<file path="src/rtl/tank_level_pkg.sv">
// Shared types and pattern helpers for the tank level monitor.
package tank_level_pkg;

   typedef enum logic [2:0] {
      EMPTY = 3'd0,
      LOW   = 3'd1,
      MID   = 3'd2,
      FULL  = 3'd3,
      FAULT = 3'd4
   } level_state_t;

   // Debounced pattern {high, mid, low}; only bottom-up wet columns are physical
   localparam logic [2:0] PAT_EMPTY = 3'b000;
   localparam logic [2:0] PAT_LOW   = 3'b001;
   localparam logic [2:0] PAT_MID   = 3'b011;
   localparam logic [2:0] PAT_FULL  = 3'b111;

   function automatic logic pat_valid(input logic [2:0] p);
      return (p == PAT_EMPTY) || (p == PAT_LOW) || (p == PAT_MID) || (p == PAT_FULL);
   endfunction

   function automatic logic [1:0] pat_level(input logic [2:0] p);
      case (p)
         PAT_LOW:  return 2'd1;
         PAT_MID:  return 2'd2;
         PAT_FULL: return 2'd3;
         default:  return 2'd0;
      endcase
   endfunction

endpackage

</file>
<file path="src/rtl/sensor_debouncer.sv">
// Two-flop synchroniser followed by a stability counter for one float sensor.
module sensor_debouncer
   import tank_level_pkg::*;
#(
   parameter int DEBOUNCE_CYCLES = 16
) (
   input  logic clk_i,
   input  logic rst_n_i,
   input  logic i_raw,
   output logic o_deb
);

   localparam logic [7:0] CNT_MAX = 8'(DEBOUNCE_CYCLES - 1);

   logic       r_sync1;
   logic       r_sync2;
   logic       r_deb;
   logic [7:0] r_cnt;

   always_ff @(posedge clk_i or negedge rst_n_i) begin
      if (!rst_n_i) begin
         r_sync1 <= 1'b0;
         r_sync2 <= 1'b0;
         r_deb   <= 1'b0;
         r_cnt   <= 8'd0;
      end else begin
         r_sync1 <= i_raw;
         r_sync2 <= r_sync1;
         if (r_sync2 == r_deb) begin
            r_cnt <= 8'd0;
         end else if (r_cnt == CNT_MAX) begin
            r_deb <= r_sync2;
            r_cnt <= 8'd0;
         end else begin
            r_cnt <= r_cnt + 8'd1;
         end
      end
   end

   assign o_deb = r_deb;

endmodule

</file>
<file path="src/rtl/tank_level_monitor.sv">
// Tank level classifier: debounced floats -> level FSM with fault qualification.
// Define ERROR_LATCH_EN to make FAULT sticky until clear_i with a valid pattern.
module tank_level_monitor
   import tank_level_pkg::*;
#(
   parameter int DEBOUNCE_CYCLES = 16,
   parameter int ERR_HOLD        = 8
) (
   input  logic       clk_i,
   input  logic       rst_n_i,
   input  logic       sensor_low_i,
   input  logic       sensor_mid_i,
   input  logic       sensor_high_i,
   input  logic       clear_i,
   output logic       low_level_indicator_o,
   output logic       error_indicator_o,
   output logic [1:0] level_o
);

   localparam logic [7:0] ERR_MAX = 8'(ERR_HOLD);

   logic [2:0]   w_raw;
   logic [2:0]   w_pat;
   logic         w_valid;
   logic         w_release;
   logic [7:0]   r_err_cnt;
   level_state_t r_state;
   level_state_t w_next;
   logic         r_low_ind;
   logic         r_err;
   logic [1:0]   r_level;

   assign w_raw = {sensor_high_i, sensor_mid_i, sensor_low_i};

   for (genvar g = 0; g < 3; g++) begin : g_deb
      sensor_debouncer #(
         .DEBOUNCE_CYCLES(DEBOUNCE_CYCLES)
      ) u_deb (
         .clk_i  (clk_i),
         .rst_n_i(rst_n_i),
         .i_raw  (w_raw[g]),
         .o_deb  (w_pat[g])
      );
   end

   assign w_valid = pat_valid(w_pat);

`ifdef ERROR_LATCH_EN
   assign w_release = clear_i;
`else
   logic w_unused_clear;
   assign w_unused_clear = clear_i;
   assign w_release      = 1'b1;
`endif

   // Saturating run length of invalid patterns
   always_ff @(posedge clk_i or negedge rst_n_i) begin
      if (!rst_n_i)              r_err_cnt <= 8'd0;
      else if (w_valid)          r_err_cnt <= 8'd0;
      else if (r_err_cnt != ERR_MAX) r_err_cnt <= r_err_cnt + 8'd1;
   end

   always_ff @(posedge clk_i or negedge rst_n_i) begin
      if (!rst_n_i) r_state <= EMPTY;
      else          r_state <= w_next;
   end

   always_comb begin
      w_next = r_state;
      if (w_valid) begin
         if ((r_state != FAULT) || w_release)
            w_next = level_state_t'({1'b0, pat_level(w_pat)});
      end else if (r_err_cnt == ERR_MAX) begin
         w_next = FAULT;
      end
   end

   // Level code freezes during FAULT so the controller keeps the last good reading
   always_ff @(posedge clk_i or negedge rst_n_i) begin
      if (!rst_n_i) begin
         r_low_ind <= 1'b0;
         r_err     <= 1'b0;
         r_level   <= 2'd0;
      end else begin
         r_low_ind <= (r_state == LOW) || (r_state == MID) || (r_state == FULL);
         r_err     <= (r_state == FAULT);
         if (r_state != FAULT) r_level <= r_state[1:0];
      end
   end

   assign low_level_indicator_o = r_low_ind;
   assign error_indicator_o     = r_err;
   assign level_o               = r_level;

endmodule

</file>
<file path="config.mk">
export PLATFORM = sky130hd
export DESIGN_NAME = tank_level_monitor
export DESIGN_NICKNAME = d
export VERILOG_FILES = /design/src/rtl/tank_level_pkg.sv /design/src/rtl/sensor_debouncer.sv /design/src/rtl/tank_level_monitor.sv
export SDC_FILE = /design/constraint.sdc
export NUM_CORES = 1
export LEC_CHECK = 0
export ABC_AREA = 1
export CELL_PAD_IN_SITES_DETAIL_PLACEMENT = 1
export CELL_PAD_IN_SITES_GLOBAL_PLACEMENT = 2
export CORE_MARGIN = 2
export CORE_UTILIZATION = 32
export CTS_CLUSTER_DIAMETER = 40
export DETAILED_ROUTE_END_ITERATION = 6
export PLACE_DENSITY_LB_ADDON = 0.1
export SETUP_SLACK_MARGIN = 0.2
export SLEW_MARGIN = 25
export SYNTH_ARGS = -nofsm -noshare
export SYNTH_HDL_FRONTEND = slang
export SYNTH_SLANG_ARGS = --single-unit
</file>
<file path="constraint.sdc">
create_clock -name clk_i -period 1.1 [get_ports clk_i]
set_input_delay 0.22 -clock clk_i [delete_from_list [all_inputs] [get_ports clk_i]]
set_output_delay 0.22 -clock clk_i [all_outputs]
set_load 0.05 [all_outputs]
</file>
==> results of run 1 <==
## placed cells by master (no fill, tap or decap), types with 10 or more instances in the layout
master    n
nand2_1  54
nor2_1   33
nor2_2   13
inv_1    27
buf_6    18
buf_4    17
nand2_2  10
nand3_1  14
dfrtp_1  42
nor2_4   13
## logic make-up (layout without fill, tap and decap cells)
kind of cell    Yosys count  after routing  synth area share
compound gates           17             17            0.0417
xor+xnor                  8              8            0.0315
fa+ha+maj                 5              5            0.0282
buf+inv                  39             89            0.0699
flops                    48             48             0.541
simple gates            160            160             0.288
## state kept, by name, indices dropped and copies added (netlist names)
register               cells
g_deb.u_deb.r_cnt         24
r_state                    3
level_o                    2
r_err_cnt                  8
g_deb.u_deb.r_sync1        3
low_level_indicator_o      1
g_deb.u_deb.r_sync2        3
error_indicator_o          1
g_deb.u_deb.o_deb          3
## worst max-delay path by stage
| stage | from | end | cells past startpoint |
|---|---|---|---|
| after floorplan | g_deb[2].u_deb.r_cnt[0] | g_deb[2].u_deb.r_cnt[0] | 6 |
| after global placement | r_err_cnt[0] | r_state[0] | 7 |
| after detailed placement | r_err_cnt[0] | r_err_cnt[1] | 7 |
| after CTS | r_err_cnt[1] | r_err_cnt[0] | 7 |
| after global routing | g_deb[2].u_deb.r_cnt[1] | g_deb[2].u_deb.r_cnt[4] | 6 |
| final | g_deb[2].u_deb.r_cnt[1] | g_deb[2].u_deb.r_cnt[4] | 6 |
## worst max-delay path: stages (launching register included)
cell	delay [ns]
dfrtp_1	0.42
ha_4	0.17
nand2_4	0.06
nor2_4	0.15
nand3_4	0.10
nand2_4	0.10
nor2_1	0.04
## power by group
part | internal [mW] | switching, mW
clock network | 0.561 | 0.579
logic | 0.138 | 0.139
registers | 1.80 | 0.0471
total | 2.50 | 0.765
## metal layers
layer / vias to the layer above / track usage
met5: - / 0
met4: 0 / 0.0503
met3: 6 / 0.0341
met2: 17 / 0.228
met1: 888 / 0.178
li1: 950 / -
## timing repair
item	CTS	global route
endpoints found under the setup margin	44	43
endpoints found under the hold margin	48	0
gates cloned	0	1
pin swaps	21	23
hold buffers	1	0
resized for setup	58	65
buffers inserted	7	5
## cell type report
type / count / area (sq um)
flip-flops and latches: 48 / 1210
clock buffers: 7 / 96.3
inverters: 37 / 149
repair buffers: 45 / 475
multi-input cells: 190 / 1310
fillers: 763 / 3420
well taps: 80 / 100
## metrics by stage
stage | hold slack (ns) | cells
3_3_place_gp | 0.233 | 386
4_1_cts | 0.341 | 401
6_report | 0.351 | 407
2_1_floorplan | -0.0756 | 277
3_5_place_dp | 0.231 | 386
5_1_grt | 0.345 | 407
==> metrics, run 1 <==
final worst slack -0.0479 ns; WHS Endpoint g_deb[2].u_deb.r_sync1; met1 wire length 2330 microns; Core Area 0.00676 sq mm; pre-CTS WS -0.0777 ns; Top FF cell, synth dfrtp_1; RSZ-0062 raised after global routing yes; Post-Syn Nets 288; met2 wire length 2360 microns; Overflow after GRT 0; most frequent cell after synthesis nand2_1; met3 routed WL 108 microns; Tot Pwr 3.26 mW; nets roughly 340; die area roughly 0.0076 sq mm; Port Buffer Count 8; Synth area leader dfrtp_1; max-slew violations 0; Syn Area/Cell between 8 and 9 sq um; fmax 871 MHz; vias after detailed routing 1861; ant diodes 0; post-route cell area 0.00334 sq mm; min Tclk post-route 1.15 ns; H-tree levels 2; synth cell count leaders 73 x nand2_1, 58 x nor2_1, 48 x dfrtp_1; worst skew pair latency 0.30 ns; share of cells above drive strength 1 0.407; status finished, violations left; I/O pins 10; Yosys warnings 0; worst r2r path cells 6; Slew @ Worst Pin 0.269 ns; #FFs+latches synth 48; gr usage total 0.139; highest routed layer met4; failing checks negative setup slack; drt pass-1 iters 3; antenna viol nets, final 0; dpl hpwl 3200 microns; Layout Area Growth over Synthesis 50.2%; register area share after synthesis 0.541; critical path class reg -> reg; worst min-delay path startpoint sensor_high_i; DR vias/cell approximately 4.6; CTS Sinks 48; post-synthesis cell area ~0.0022 sq mm; # rows 30; post-synthesis cell type count 16; starting density of the core 0.329; setup violators final 19; largest net degree at the start of global routing 49; leakage 1.57 nW; CTS root buffer clkbuf_8; required time of the critical path 1.29 ns; Final TNS setup -0.500 ns; Die W 87.3 microns; number of flops mapped to enable cells by yosys 0; GPL Wtd Cong 0.689; final hold violation count 0; post-synth top area share 0.541; RR Startpoint g_deb[2].u_deb.r_cnt[1]; final wirelength 4890 microns; final core utilization 0.494; vias in the first global route roughly 1900; clk_skew 0.00697 ns; CTS Buf Count 5; Die Span Y 87.3 microns; first-iteration detailed-routing DRC count between 70 and 80; Max Root-Sink Buffers 2; HP Class in -> reg; CP Launch Type flip-flop; FF-to-FF setup slack -0.05 ns; Mapped Cells 277; CTS tree built; Critical Path AT between 1 and 1.5 ns; initial antenna violation count 0; R2R Path End g_deb[2].u_deb.r_cnt[4]; Async S/R FF share, synth 1.00; PwrDens between 900 and 1000 mW/mm^2; worst hold path depth 1; # DRC 0; Worst setup EP type flip-flop; max_cap viols 0; first-pass GRT wire length 8280 microns; Placed Area about 0.0027 sq mm; maximum vdd drop slightly below 0.6 mV; period utilization 1.04; drt wl/cell 12.0 microns; CTS clk-pin slew, worst paths 0.08 ns; Rel. slew slack 0.821; synth top area cells dfrtp_1 54%, nand2_1 12%, nor2_1 9.8%; CP Max Fanout 4
Power figures use the tool's default switching activity.
==> run 2: changes to the inputs <==
--- a/config.mk
+++ b/config.mk
@@ -9,9 +9,10 @@
 export CELL_PAD_IN_SITES_DETAIL_PLACEMENT = 1
 export CELL_PAD_IN_SITES_GLOBAL_PLACEMENT = 2
 export CORE_MARGIN = 2
-export CORE_UTILIZATION = 32
+export CORE_UTILIZATION = 34
 export CTS_CLUSTER_DIAMETER = 40
 export DETAILED_ROUTE_END_ITERATION = 6
+export DONT_BUFFER_PORTS = 1
 export PLACE_DENSITY_LB_ADDON = 0.1
 export SETUP_SLACK_MARGIN = 0.2
 export SLEW_MARGIN = 25
==> run 2 against run 1 <==
Effect of this change: the flow finishes with violations (negative hold slack, negative setup slack); combinational power down 30%; critical path type unchanged; setup slack worse by 0.0041 ns; routed wire length up 6.4%; register-to-register slack about the same; sequential share of layout area up 0.91 points; largest cell class unchanged; sequential power about the same.
==> metrics, run 2 (synthesis results as in run 1) <==
drt pass-1 iters 4; Post-Place Cells 374; max-slew violations 0; share of cells above drive strength 1 0.437; Overflow after GRT 0; die area 0.00719 sq mm; Max Root-Sink Buffers 2; PwrDens 928 mW/mm^2; leakage 1.54 nW; Critical Path AT 1.37 ns; gr usage total 0.150; I/O pins 10; CTS Hold Bufs 3; antenna viol nets, final 0; P_int 2.34 mW; Layout Area Growth over Synthesis 47.3%; CTS tree built; starting density of the core 0.350; largest register by flop count g_deb.u_deb.r_cnt; # DRC 0; Multi-input gate area approximately 0.0013 sq mm; fillers 732; Port Buffer Count 0; Die W 84.8 microns; worst hold slack -0.391 ns; P_sw 698 uW; Clk pwr share 0.330; H-tree levels 2; nets between 300 and 400; clk_skew 0.00909 ns; most common cell after layout, fill and taps aside nand2_1; RR Startpoint g_deb[0].u_deb.r_cnt[0]; # rows 29; biggest regs g_deb.u_deb.r_cnt: 24 flops, r_err_cnt: 8 flops; Rel. slew slack 0.828; setup violators final 18; Logic pwr share 0.064; final worst slack -0.0520 ns; sequential share of power 0.607; CTS clk-pin slew, worst paths 0.09 ns; period utilization 1.05; initial antenna violation count 0; vias after detailed routing 1882; Slew @ Worst Pin 0.258 ns; final hold violation count 48; ant diodes 0; CTS Sinks 48; DR vias/cell 4.66; failing checks negative hold slack, negative setup slack; area occupied by registers 0.00121 sq mm; worst r2r path cells 6; GPL Wtd Cong roughly 0.7; worst skew pair latency 0.29 ns; Post-Layout Cell Count 404; required time of the critical path 1.31 ns; max_cap viols 0; maximum vdd drop ~0.54 mV; drt wl/cell 12.9 microns; HP Class in -> async; fmax slightly below 900 MHz; first-iteration detailed-routing DRC count 43; dpl hpwl 3180 microns; CTS Buf Count 5; final wirelength 5200 microns; CP Max Fanout 3; CP Launch Type flip-flop; number of flip-flops in the largest register 24; vias in the first global route 2027; RSZ-0062 raised after global routing yes; status finished, violations left; FF-to-FF setup slack -0.05 ns; Die Span Y 84.8 microns; Net Sw Frac 0.230; most frequent cells in the layout 53 x nand2_1, 37 x dfrtp_1, 32 x nor2_1; R2R Path End g_deb[0].u_deb.r_cnt[2]; largest net degree at the start of global routing 49; Worst setup EP type flip-flop; min Tclk post-route 1.15 ns; first-pass GRT wire length 8870 microns; critical path class reg -> reg; CTS root buffer clkbuf_8; Core Area 0.00635 sq mm
==> run 2: cell count changes in the layout (fill, tap and decap cells not counted), moves of 3 or more <==
cell	delta
buf_12	-5
dfrtp_1	-5
dfrtp_2	+5
buf_6	-3
buf_4	+10
clkdlybuf4s50_1	-3
==> run 2: layout make-up <==
class                           instances  area share
Clock inverter                          1     0.00153
Clock buffer                            6      0.0222
Timing Repair Buffer                   45       0.123
Tap cell                               77      0.0295
Sequential cell                        48       0.371
Inverter                               37      0.0440
Multi-Input combinational cell        190       0.409
==> run 2: power by group through the flow <==
stage	combinational (mW)	sequential (mW)	clock [mW]
2_1_floorplan	0.0671	1.86	0
3_3_place_gp	0.121	1.86	0
3_5_place_dp	0.122	1.86	0
4_1_cts	0.155	1.83	1.06
5_1_grt	0.221	1.85	1.11
6_report	0.193	1.84	1.00
==> run 2: metal layers <==
metal / global-route usage / part of all wire
met1: 0.193 / 0.44
met2: 0.261 / 0.54
met3: 0.0263 / 0.018
met4: 0.0390 / 0.0079
met5: 0 / 0
==> run 2: worst max path at each step <==
| stage | end | cells past startpoint | startpoint | slack, ns |
|---|---|---|---|---|
| 2_1_floorplan | g_deb[2].u_deb.r_cnt[0] | 6 | g_deb[2].u_deb.r_cnt[0] | 0.02 |
| 3_3_place_gp | r_state[0] | 7 | r_err_cnt[1] | -0.06 |
| 3_5_place_dp | r_state[0] | 7 | r_err_cnt[1] | -0.07 |
| 4_1_cts | r_state[0] | 7 | r_err_cnt[1] | -0.05 |
| 5_1_grt | g_deb[2].u_deb.r_cnt[4] | 6 | g_deb[2].u_deb.r_cnt[1] | -0.12 |
| 6_report | g_deb[0].u_deb.r_cnt[2] | 6 | g_deb[0].u_deb.r_cnt[0] | -0.05 |
==> run 2: repair_timing <==
item	CTS	global route
pin swaps	21	34
setup endpoints to repair	44	44
endpoints found under the hold margin	51	48
resized for setup	56	73
buffers inserted	13	7
==> run 2: critical path: stages (launching register included) <==
cell and delay [ns]:
dfrtp_1 0.40, ha_2 0.21, nand2_4 0.09, inv_4 0.04, buf_4 0.13, buf_6 0.11
nor3_4 0.09
==> run 2: per-stage QoR <==
| stage | TNS, ns | utilization | setup WS, ns | total power, mW | area [sq um] |
|---|---|---|---|---|---|
| 2_1_floorplan | 0 | - | 0.0156 | 1.93 | 2280 |
| 3_3_place_gp | -0.363 | 0.398 | -0.0562 | 1.98 | 2530 |
| 3_5_place_dp | -0.614 | 0.398 | -0.0745 | 1.99 | 2530 |
| 4_1_cts | -0.634 | 0.463 | -0.0536 | 3.04 | 2940 |
| 5_1_grt | -2.38 | 0.515 | -0.123 | 3.18 | 3270 |
| 6_report | -0.620 | 0.515 | -0.0520 | 3.03 | 3270 |
